File: config.mk
export PLATFORM = sky130hd
export DESIGN_NAME = recirc_oeo_fifo
export DESIGN_NICKNAME = d
export VERILOG_FILES = /design/src/rtl/recirc_oeo_fifo_pkg.sv /design/src/rtl/recirc_oeo_fifo_ram.sv /design/src/rtl/recirc_oeo_fifo.sv
export SDC_FILE = /design/constraint.sdc
export NUM_CORES = 1
export LEC_CHECK = 0
export ABC_AREA = 1
export CAP_MARGIN = 5
export CORE_MARGIN = 5
export CORE_UTILIZATION = 45
export DETAILED_ROUTE_END_ITERATION = 8
export GPL_TIMING_DRIVEN = 1
export RECOVER_POWER = 50
export SETUP_SLACK_MARGIN = 0.5
export SKIP_LAST_GASP = 1
export SLEW_MARGIN = 5
export SYNTH_ARGS = -nofsm -noshare
export SYNTH_HDL_FRONTEND = slang
export SYNTH_HIERARCHICAL = 1
export SYNTH_SLANG_ARGS = --single-unit
File: constraint.sdc
create_clock -name i_clk -period 5.78 [get_ports i_clk]
set_input_delay 1.156 -clock i_clk [delete_from_list [all_inputs] [get_ports i_clk]]
set_output_delay 1.156 -clock i_clk [all_outputs]
set_load 0.03 [all_outputs]
File: src/rtl/recirc_oeo_fifo_pkg.sv
// Shared types for the O-E-O recirculation buffer: packet format, request/grant types,
// port count and default depth.
package recirc_oeo_fifo_pkg;

  localparam int OEO_PORTS         = 4;
  localparam int OEO_PORT_W        = $clog2(OEO_PORTS);
  localparam int OEO_DATA_W        = 32;
  localparam int OEO_TS_W          = 16;
  localparam int OEO_DEPTH_DEFAULT = 16;

  typedef struct packed {
    logic                  valid;
    logic [OEO_PORT_W-1:0] source;
    logic [OEO_PORT_W-1:0] dest;
    logic [OEO_DATA_W-1:0] data;
    logic [OEO_TS_W-1:0]   timestamp;
  } packet_t;

  typedef logic [OEO_PORTS-1:0] req_t;
  typedef logic                 grant_t;

  function automatic req_t dest_onehot(input logic [OEO_PORT_W-1:0] dest);
    return req_t'(1) << dest;
  endfunction

endpackage

File: src/rtl/recirc_oeo_fifo_ram.sv
// Packet storage for the recirculation buffer: one write port, one asynchronous read port.
// Storage is deliberately not reset; occupancy is tracked by the controller.
module recirc_fifo_ram
  import recirc_oeo_fifo_pkg::*;
#(
  parameter  int DEPTH = OEO_DEPTH_DEFAULT,
  localparam int AW    = $clog2(DEPTH)
) (
  input  logic          i_clk,
  input  logic          i_we,
  input  logic [AW-1:0] i_waddr,
  input  packet_t       i_wdata,
  input  logic [AW-1:0] i_raddr,
  output packet_t       o_rdata
);

  packet_t r_mem [DEPTH];

  always_ff @(posedge i_clk) begin
    if (i_we) r_mem[i_waddr] <= i_wdata;
  end

  assign o_rdata = r_mem[i_raddr];

endmodule

File: src/rtl/recirc_oeo_fifo.sv
// O-E-O recirculation buffer: stores packets diverted out of the switch and re-injects the head
// on allocator grant. Optional statistics (hwm, drop_cnt, bad_grant_cnt) enabled by OEO_STATS_EN.
module recirc_oeo_fifo
  import recirc_oeo_fifo_pkg::*;
#(
  parameter  int DEPTH     = OEO_DEPTH_DEFAULT,
  parameter  int NF_THRESH = DEPTH - 2,
  localparam int AW        = $clog2(DEPTH),
  localparam int CW        = AW + 1
) (
  input  logic    i_clk,
  input  logic    i_rst,
  input  packet_t i_din,
  input  grant_t  i_grant,
  output packet_t o_dout,
  output req_t    o_req,
  output logic    o_full,
  output logic    o_nearly_full
`ifdef OEO_STATS_EN
  ,
  output logic [CW-1:0] o_hwm,
  output logic [15:0]   o_drop_cnt,
  output logic [15:0]   o_bad_grant_cnt
`endif
);

  logic [AW-1:0] r_wr_ptr;
  logic [AW-1:0] r_rd_ptr;
  logic [CW-1:0] r_count;
  logic          r_full;
  logic          r_nearly_full;
  packet_t       r_dout;

  logic          w_empty;
  logic          w_push;
  logic          w_pop;
  logic [CW-1:0] w_count_nxt;
  packet_t       w_head;

  recirc_fifo_ram #(.DEPTH(DEPTH)) u_ram (
    .i_clk   (i_clk),
    .i_we    (w_push),
    .i_waddr (r_wr_ptr),
    .i_wdata (i_din),
    .i_raddr (r_rd_ptr),
    .o_rdata (w_head)
  );

  // Push/pop qualify on registered state only; a pop never frees room for a same-cycle push.
  assign w_empty     = (r_count == '0);
  assign w_push      = i_din.valid && !r_full;
  assign w_pop       = i_grant && !w_empty;
  assign w_count_nxt = r_count + CW'(w_push) - CW'(w_pop);

  always_ff @(posedge i_clk) begin
    if (i_rst) begin
      r_wr_ptr      <= '0;
      r_rd_ptr      <= '0;
      r_count       <= '0;
      r_full        <= 1'b0;
      r_nearly_full <= 1'b0;
      r_dout        <= '0;
    end else begin
      if (w_push) r_wr_ptr <= r_wr_ptr + AW'(1);
      if (w_pop) begin
        r_rd_ptr     <= r_rd_ptr + AW'(1);
        r_dout       <= w_head;
        r_dout.valid <= 1'b1;
      end else begin
        r_dout.valid <= 1'b0;
      end
      r_count       <= w_count_nxt;
      r_full        <= (w_count_nxt == CW'(DEPTH));
      r_nearly_full <= (w_count_nxt >= CW'(NF_THRESH));
    end
  end

  assign o_req         = w_empty ? '0 : dest_onehot(w_head.dest);
  assign o_dout        = r_dout;
  assign o_full        = r_full;
  assign o_nearly_full = r_nearly_full;

`ifdef OEO_STATS_EN
  logic [CW-1:0] r_hwm;
  logic [15:0]   r_drop_cnt;
  logic [15:0]   r_bad_grant_cnt;

  always_ff @(posedge i_clk) begin
    if (i_rst) begin
      r_hwm           <= '0;
      r_drop_cnt      <= '0;
      r_bad_grant_cnt <= '0;
    end else begin
      if (w_count_nxt > r_hwm) r_hwm <= w_count_nxt;
      if (i_din.valid && r_full && (r_drop_cnt != 16'hFFFF))
        r_drop_cnt <= r_drop_cnt + 16'd1;
      if (i_grant && w_empty && (r_bad_grant_cnt != 16'hFFFF))
        r_bad_grant_cnt <= r_bad_grant_cnt + 16'd1;
    end
  end

  assign o_hwm           = r_hwm;
  assign o_drop_cnt      = r_drop_cnt;
  assign o_bad_grant_cnt = r_bad_grant_cnt;
`endif

endmodule

; ---- After elaboration in Yosys (flattened, before gate mapping)
; Memory sizes are Yosys's and may differ from the RTL's. A register that Yosys moved wholly into a read port is not among the register bits.
; Cells that the tools add are included.
[classes]
add_sub_neg = 4
order_cmp = 1
n_eq_ne = 1
shift = 1
n_mux = 6
reduce_logical = 5
[ops]
columns = cell, n
row1 = 4-bit two-way mux, 3
row2 = 4-bit by 1-bit adder with 4-bit output (second input constant), 2
row3 = 5-bit by 1-bit adder with 5-bit output, 1
row4 = 5-bit == test (second input constant), 1
row5 = 5-bit by 4-bit greater-or-equal comparator with 1-bit output (second input constant), 1
row6 = 5-bit zero test, 1
row7 = 5-bit by 1-bit subtractor with 5-bit output, 1
row8 = 1-bit by 2-bit left shift with 4-bit output (first input constant), 1
row9 = 1-bit two-way mux, 3
row10 = 1-bit logical AND, 2
row11 = 1-bit zero test, 2
[totals]
ff_bits = 68
ramBits = 848
inputBits = 56
output_inout_bits = 59
elab_cells = 29
n_memories = 1
[mem_list]
columns = memory, depth, width, read_ports, rd_clocked_by_memory_dff, write_ports, line_no
row1 = u_ram.r_mem, 16, 53, 1, 1, 1, recirc_oeo_fifo_ram.sv:17  ; packet_t r_mem [DEPTH];

; ---- Depth between registers and ports, before layout
; Gate-level depths: netlist of the first run.
[depth]
depth_word = 5
depth_mapped = 16
depth_no_buf = 15

; ---- Cells and area by module
; The synthesis of the first run kept the hierarchy.
[by_module_without_submodules]
columns = module, n_inst, cells_each, area_each_um2, seq_area_each_um2
row1 = recirc_fifo_ram, 1, 3438, 36193.5, 25464.4
row2 = recirc_oeo_fifo, 1, 353, 2678.8, 1361.3

; ---- Worst setup path before layout of the first run
; Ideal clock, no wire load.
[synth_timing]
kind = in2reg
from = input port i_din[52] (netlist bit)
to = memory u_ram/r_mem[12][0] (netlist bit), enable pin
arrival_ps = 3965
required_ps = 5316
setup_slack_ps = 1351
cell_stages = 4
path_cell_list = inv_1 > nor2_1 > nand3_1 > nor2_1
[synth_via]
elab_chain_len = 3
[synth_lines]
columns = element, line_no
row1 = "start, declared", recirc_oeo_fifo.sv:13  ; input packet_t i_din,
row2 = 1-bit logical AND, recirc_oeo_fifo.sv:51  ; assign w_push = i_din.valid && !r_full;
row3 = named net w_push, recirc_oeo_fifo.sv:35  ; logic w_push;
row4 = 1-bit two-way mux, recirc_oeo_fifo_ram.sv:20  ; if (i_we) r_mem[i_waddr] <= i_wdata;
row5 = 1-bit two-way mux (implied by the code), recirc_oeo_fifo_ram.sv:20
row6 = "end, declared", recirc_oeo_fifo_ram.sv:17
; The timed path passes the listed nets, and every way through them passes these cells.

; ---- Final worst setup path of the first run
[layout_timing]
from = input port i_din[52] (netlist bit)
to = memory u_ram/r_mem[1][20] (netlist bit), enable pin
; The elaborated chain is that of the path after synthesis.

==> impl_metrics.tcl, run 1 <==
set metrics [dict create \
    grt_max_degree 195 \
    postLayoutSetupSlackWorst_ns 0.800 \
    crit_path_max_fanout 28 \
    rr_endpoint "u_ram/r_mem[1][20]" \
    drc 0 \
    drt-met1-wl_mm 42.3 \
    p_comb_share_pct 23.2 \
    worstRegToRegCells 5 \
    swShare_pct 31.3 \
    clockRootBuffer "clkbuf_16" \
    place.gp.congestion 0.758 \
    worst_pin_slew_ns 2.76 \
    synth_cells 3730 \
    ant_nets 0 \
    p_switching_uw 5550 \
    drt-total-wl_mm 95.7 \
    cts_tree "yes" \
    rows 106 \
    status "complete, but fails checks" \
    p_int_uw 12200 \
    fillers 7299 \
    max_clock_freq_mhz 201 \
    wl_per_cell_um 19.1 \
    numCtsBuffers 95 \
    setup_violations 0 \
    grt_pass1_wl_mm 146 \
    ys_warn_count 6 \
    viasPerCell 5.01 \
    period_needed_ns 4.98 \
    postCtsHoldBufs 0 \
    violations "capacitance limit, slew limit" \
    grt_pass1_vias 24100 \
    peakVddDrop_v 0.000362 \
    stdcell_area_sq_um 43400 \
    area_growth_pct 13.6 \
    hold_path.class "register to register" \
    post-cts-setup-buffers 0 \
    first_iter_violations 2376 \
    core_area_sq_um 84000 \
    die_area_sq_um 90800 \
    antenna_found_initial 3 \
    r2r_slack_ns 1.50 \
    cp.arrival_ns 5.17 \
    dr.max_layer_used "met5" \
    track_usage_pct 20.9 \
    required_ns 5.97 \
    final_nets 3855 \
    dp_slack_ns 1.68 \
    start_util_pct 45.5 \
    relSlewSlack_pct -83.7 \
    post_cts_resized 0 \
    grt-ovfl-total 0 \
    die_h_um 301 \
    maxSlewViolCount 60 \
    clkPwrFrac_pct 33.8 \
    pin_count 115 \
    dr.pass1.iters 7 \
    port_buffers 114 \
    synth_area_sq_um 38200 \
    ctsLongestPathBuffers 3 \
    worstSetupPathType "input port to register" \
    r2r-start "o_full" \
    hold_end "o_dout[45]" \
    end_kind "register" \
    cts.sinks 900 \
    fin_total_pwr_uw 17700 \
    power_density_nw_per_um2 409 \
    num_vias 25100 \
    drv_cap 3 \
    post-route-period-util_pct 86.2 \
    power_frac_seq_pct 42.9 \
    final.setup.tns_ns 0 \
    hold_viol 0 \
    clock_latency_ns 0.65 \
    htreeDepth 3 \
    finalNonFillerCells 5003 \
    p_leak_uw 0.0181 \
    fp.dieW_um 301 \
    fin_skew_ns 0.0252 \
    final_layout_size_suffix_gt1_share_pct 5.20 \
    syn_nets 3795 \
    dpl.hpwl_mm 48.3 \
    rsz0062_at_grt "false" \
    routed-wl-met3_mm 6.54 \
    wl_met2_mm 44.5 \
    hold_path_depth 2 \
    dp.cells 4827 \
    place_area_sq_um 40400 \
    hp-start "o_dout[45]" \
    cp-start-kind "input port" \
    path_clk_slew_ns 0.05 \
    syn-mean-instance-area_sq_um 10.2 \
]
==> power by group through the flow <==
stage	registers, uW	clock network, uW	logic [uW]
floorplan	7950	0	2590
global placement	7750	0	4110
detailed placement	7760	0	4140
CTS	7620	6120	4160
global route	7650	6390	4580
finish	7620	6000	4130
==> worst max-delay path, stage by stage <==
cell and delay (ns):
dlygate4sd3_1 0.52, inv_1 0.04, nor2_1 0.07, clkbuf_1 0.52, nand2_1 0.32, nor2_1 0.49, clkbuf_1 2.00
==> layer usage <==
layer  GRT usage, %  vias up
met3           3.79      150
met1           29.2    12100
met2           34.2      747
li1               -    12100
met5              0        -
met4           5.46        2
==> flip-flops by register name, indices dropped and copies added (netlist names) <==
register,count
o_nearly_full,1
o_full,1
o_dout,53
r_rd_ptr,4
r_wr_ptr,4
r_count,5
u_ram/r_mem,832
==> cell usage in the layout, fill, tap and decap left out, types with 2 or more instances in the layout <==
cell type           n
clkbuf_8           10
clkbuf_16          97
o21ai_1             7
nor2_1            124
buf_12              7
clkbuf_1           32
a21oi_1             7
inv_6               3
nand2_1          1131
dfxtp_1            64
inv_1             651
clkinv_2           19
buf_4              28
nand3b_1            2
dfxtp_4             4
nand3_1           637
clkinv_4            2
inv_8               2
clkdlybuf4s50_1    60
ha_1                8
diode_2             2
clkinv_1            8
edfxtp_1          832
bufinv_16           7
nor2_4             14
dlygate4sd3_1      54
o21ai_0            47
==> metrics by stage <==
step           hold slack, ns  util, %
6_report                0.480     51.7
2_1_floorplan           0.462        -
4_1_cts                 0.486     51.7
3_3_place_gp            0.465     48.1
5_1_grt                 0.503     51.7
3_5_place_dp            0.472     48.1
==> cell type report <==
type / instances / area, sq um / area share, %
Sequential cell: 900 / 26400 / 60.7
Multi-Input combinational cell: 1984 / 8550 / 19.7
Timing Repair Buffer: 154 / 1510 / 3.48
Clock inverter: 40 / 402 / 0.926
Tap cell: 1134 / 1420 / 3.27
Antenna cell: 2 / 5.00 / 0.0115
Inverter: 655 / 2480 / 5.71
Clock buffer: 134 / 2670 / 6.14
==> worst max path at each step <==
stage | slack (ns) | depth (start not counted) | start | end
after floorplan | 1.39 | 4 | i_din[52] | u_ram/r_mem[12][0]
after global placement | 1.69 | 7 | r_rd_ptr[2] | o_req[3]
after detailed placement | 1.68 | 7 | r_rd_ptr[2] | o_req[1]
after CTS | 1.0 | 7 | r_rd_ptr[2] | o_req[1]
after global routing | 0.60 | 7 | i_din[52] | u_ram/r_mem[1][20]
final | 0.80 | 7 | i_din[52] | u_ram/r_mem[1][20]
No activity file was read; power rests on OpenSTA's default activity.
==> run 2, diff against run 1 <==
--- a/config.mk
+++ b/config.mk
@@ -7,7 +7,7 @@
 export LEC_CHECK = 0
 export ABC_AREA = 1
 export CAP_MARGIN = 5
-export CORE_MARGIN = 5
+export CORE_ASPECT_RATIO = 1.75
 export CORE_UTILIZATION = 45
 export DETAILED_ROUTE_END_ITERATION = 8
 export GPL_TIMING_DRIVEN = 1
==> impl_metrics.tcl, run 2 (synthesis gave the netlist of run 1 again) <==
set metrics [dict create \
    status "complete, but fails checks" \
    violations "capacitance limit, slew limit" \
    post-cts-setup-buffers 0 \
    required_ns 6.36 \
    drc 0 \
    hold_path_depth 2 \
    wl_per_cell_um 19.3 \
    port_buffers 114 \
    grt.met3_usage_pct 2.51 \
    cts.sinks 900 \
    grt_use_met2_pct 40.4 \
    num_vias 24900 \
    max_clock_freq_mhz 198 \
    track_usage_pct 22.3 \
    worst_pin_slew_ns 3.80 \
    final_layout_size_suffix_gt1_share_pct 4.94 \
    drv_cap 2 \
    p_leak_uw 0.0180 \
    ctsLongestPathBuffers 3 \
    path_clk_slew_ns 0.07 \
    stdcell_area_sq_um 43000 \
    dpl.hpwl_mm 50.3 \
    relSlewSlack_pct -153 \
    end_kind "register" \
    rsz0062_at_grt "false" \
    maxSlewViolCount 105 \
    place_area_sq_um 40300 \
    clockRootBuffer "clkbuf_16" \
    post-route-period-util_pct 87.4 \
    rows 141 \
    worstSetupPathType "input port to register" \
    cts_tree "yes" \
    grt_pass1_vias 24300 \
    worstRegToRegCells 10 \
    antenna_found_initial 5 \
    place.gp.congestion 0.793 \
    viasPerCell 5.06 \
    cpMaxStageDelayCell "clkbuf_1" \
    ant_nets 0 \
    grt_max_degree 179 \
    dr.pass1.iters 7 \
    cp-start-kind "input port" \
    final.setup.tns_ns 0 \
    power_density_nw_per_um2 398 \
    htreeDepth 3 \
    cp.arrival_ns 5.63 \
    dp.cells 4770 \
    r2r_slack_ns 2.11 \
    hold_viol 0 \
    grtUsageMet1_pct 26.6 \
    setup_violations 0 \
    hold_path.class "register to register" \
    grt_pass1_wl_mm 144 \
    area_growth_pct 12.5 \
    peakVddDrop_v 0.000219 \
    die_area_sq_um 86100 \
    postCtsHoldBufs 0 \
    die_h_um 387 \
    numCtsBuffers 80 \
    path_cells "clkdlybuf4s50_1 > clkinv_1 > clkbuf_1 > o21ai_0 > nor2_1" \
    core_area_sq_um 84300 \
    mostFrequentLayoutCells "1,131 x nand2_1, 832 x edfxtp_1, 650 x inv_1, 637 x nand3_1, 127 x nor2_1" \
    drt-total-wl_mm 94.9 \
    fp.dieW_um 222 \
    largest_reg_flops 832 \
    grt-busiest-layer "met2" \
    first_iter_violations 1819 \
    timing.hold.ws_ns 0.475 \
    grt-ovfl-total 0 \
    crit_path_max_fanout 61 \
    finalNonFillerCells 4921 \
    fin_skew_ns 0.0183 \
    clock_latency_ns 0.66 \
    period_needed_ns 5.05 \
    top_register "u_ram/r_mem" \
    pin_count 115 \
    final_common_cell "nand2_1" \
    start_util_pct 45.3 \
    cp_slowest_stage_delay_ns 2.65 \
    final_nets 3845 \
    post_cts_resized 0 \
]
[run 2: through the flow]
step	power, uW	setup slack (ns)	utilization [%]
2_1_floorplan	10500	1.39	-
3_3_place_gp	11800	1.65	47.8
3_5_place_dp	11900	1.67	47.8
4_1_cts	17300	1.07	51.0
5_1_grt	17900	0.517	51.0
6_report	17100	0.731	51.0
[run 2: worst paths after layout]
path                from         end
max                i_rst  o_dout[28]
min reg2reg   o_dout[51]  o_dout[51]
max reg2reg  r_rd_ptr[0]  o_dout[19]
min           o_dout[51]  o_dout[51]
[run 2: metal layers]
layer | wire length (um) | vias to the layer above
met5 | 0 | -
met1 | 37700 | 12100
met3 | 3860 | 147
met4 | 3010 | 0
met2 | 50300 | 595
li1 | - | 12100
[run 2: power by group]
part / internal, uW / total (uW) / leakage, uW / switching, uW
registers: 7450 / 7640 / 0.00808 / 198
clock network: 3070 / 5440 / 0.00130 / 2370
logic: 1210 / 4020 / 0.00860 / 2810
[run 2: layout make-up]
class / count / area (sq um)
Multi-Input combinational cell: 1984 / 8530
Sequential cell: 900 / 26400
Fill cell: 7475 / 41300
Antenna cell: 3 / 7.51
Inverter: 655 / 2480
Timing Repair Buffer: 159 / 1580
Clock inverter: 46 / 438
Tap cell: 1072 / 1340
Clock buffer: 102 / 2240
[run 2: critical path, delay by kind of cell]
family | cells | cell delay [ns]
AO/OA/AOI/OAI | 1 | 0.83
AND/OR/NAND/NOR | 1 | 0.26
buffers and inverters | 3 | 3.32
==> run 3, diff against run 2 <==
--- a/config.mk
+++ b/config.mk
@@ -8,9 +8,9 @@
 export ABC_AREA = 1
 export CAP_MARGIN = 5
 export CORE_ASPECT_RATIO = 1.75
-export CORE_UTILIZATION = 45
+export CORE_UTILIZATION = 62
 export DETAILED_ROUTE_END_ITERATION = 8
-export GPL_TIMING_DRIVEN = 1
+export PLACE_DENSITY = 0.8
 export RECOVER_POWER = 50
 export SETUP_SLACK_MARGIN = 0.5
 export SKIP_LAST_GASP = 1
==> impl_metrics.tcl, run 3 (synthesis gave the netlist of run 1 again) <==
set metrics [dict create \
    start_util_pct 62.5 \
    maxSlewViolCount 164 \
    ctsLongestPathBuffers 3 \
    grt_pass1_vias 26000 \
    fin_skew_ns 0.0296 \
    worst_pin_slew_ns 3.53 \
    relSlewSlack_pct -135 \
    violations "capacitance limit, slew limit" \
    cp.arrival_ns 5.56 \
    multi_input_area_sq_um 8520 \
    drv_cap 6 \
    period_needed_ns 5.05 \
    fp.dieW_um 190 \
    cts_tree "yes" \
    pin_count 115 \
    grt-ovfl-total 0 \
    largest_reg_flops 832 \
    dp.cells 4485 \
    path_cells "dlygate4sd3_1 > a21boi_0 > clkbuf_1 > nand2_1 > o21ai_1" \
    final_common_cell "nand2_1" \
    htreeDepth 3 \
    grt_pass1_wl_mm 139 \
    hold_viol 0 \
    cts.sinks 900 \
    end_kind "register" \
    cp_top_family "buffers and inverters" \
    final_util_pct 69.3 \
    die_h_um 330 \
    final-seq-area_sq_um 26400 \
    drt-total-wl_mm 90.5 \
    post_cts_resized 0 \
    viasPerCell 5.64 \
    power_density_nw_per_um2 399 \
    post-route-period-util_pct 87.3 \
    rows 120 \
    p_leak_uw 0.0178 \
    top_register "u_ram/r_mem" \
    rsz0062_at_grt "false" \
    drc 0 \
    place.gp.congestion 0.794 \
    final_layout_size_suffix_gt1_share_pct 4.41 \
    clock_latency_ns 0.62 \
    track_usage_pct 29.2 \
    antenna_found_initial 4 \
    mostFrequentLayoutCells "1,131 x nand2_1, 832 x edfxtp_1, 651 x inv_1, 637 x nand3_1, 127 x nor2_1" \
    dpl.hpwl_mm 46.9 \
    area_growth_pct 10.9 \
    path_clk_slew_ns 0.06 \
    ant_nets 0 \
    cp-start-kind "input port" \
    finalNonFillerCells 4623 \
    clockRootBuffer "clkbuf_16" \
    setup_violations 0 \
    required_ns 6.29 \
    cp_slowest_stage_delay_ns 2.52 \
    crit_path_max_fanout 55 \
    post-cts-setup-buffers 0 \
    hold_path.class "register to register" \
    fillers 4183 \
    cpMaxStageDelayCell "clkbuf_1" \
    dr.pass1.iters 7 \
    numCtsBuffers 75 \
    grt_max_degree 198 \
    core_area_sq_um 61100 \
    final.setup.tns_ns 0 \
    port_buffers 114 \
    final_nets 3834 \
    die_area_sq_um 62700 \
    crit_buf_inv 2 \
    peakVddDrop_v 0.000376 \
    max_clock_freq_mhz 198 \
    status "complete, but fails checks" \
    first_iter_violations 2800 \
    worstSetupPathType "input port to register" \
    postCtsHoldBufs 0 \
    num_vias 26100 \
    wl_per_cell_um 19.6 \
]
-- run 3: per-stage QoR --
stage	hold slack, ns	power, uW	instance area [sq um]	setup slack [ns]
after global placement	0.462	11600	39900	1.64
final	0.480	16900	42400	0.734
after detailed placement	0.473	11700	39900	1.57
after floorplan	0.462	10500	38200	1.39
after CTS	0.484	16900	42400	0.910
after global routing	0.506	17600	42400	0.341
-- run 3: path summary, 6_finish.rpt --
check	from	end	slack [ns]	cells after the start
min reg2reg	o_dout[33]	o_dout[33]	0.48	2
min	o_dout[33]	o_dout[33]	0.48	2
max	i_grant	o_dout[49]	0.73	5
max reg2reg	r_count[2]	o_dout[49]	1.30	8
-- run 3: area by class of cell --
class / instances / area share (%)
clock inverters: 37 / 1.02
well taps: 793 / 2.34
clock buffers: 100 / 4.92
inverters: 655 / 5.85
multi-input cells: 1984 / 20.1
flip-flops and latches: 900 / 62.2
repair buffers: 153 / 3.53
diodes: 1 / 0.00591
-- run 3: power by group --
group	switching, uW	total, uW	internal, uW
combinational	2800	4040	1240
sequential	194	7640	7440
clock	2260	5210	2950
-- run 3: tightest hold or removal path: stages, from the launching register on --
cell	delay, ns
dfxtp_1	0.32
nor2_1	0.04
nor2_1	0.08
-- run 3: layer usage --
layer	part of all wire, %	vias up	track usage, %
met1	35	12400	34.4
li1	-	12100	-
met2	52	1342	51.6
met4	4.7	4	15.9
met3	7.9	304	3.88
met5	0.030	-	0
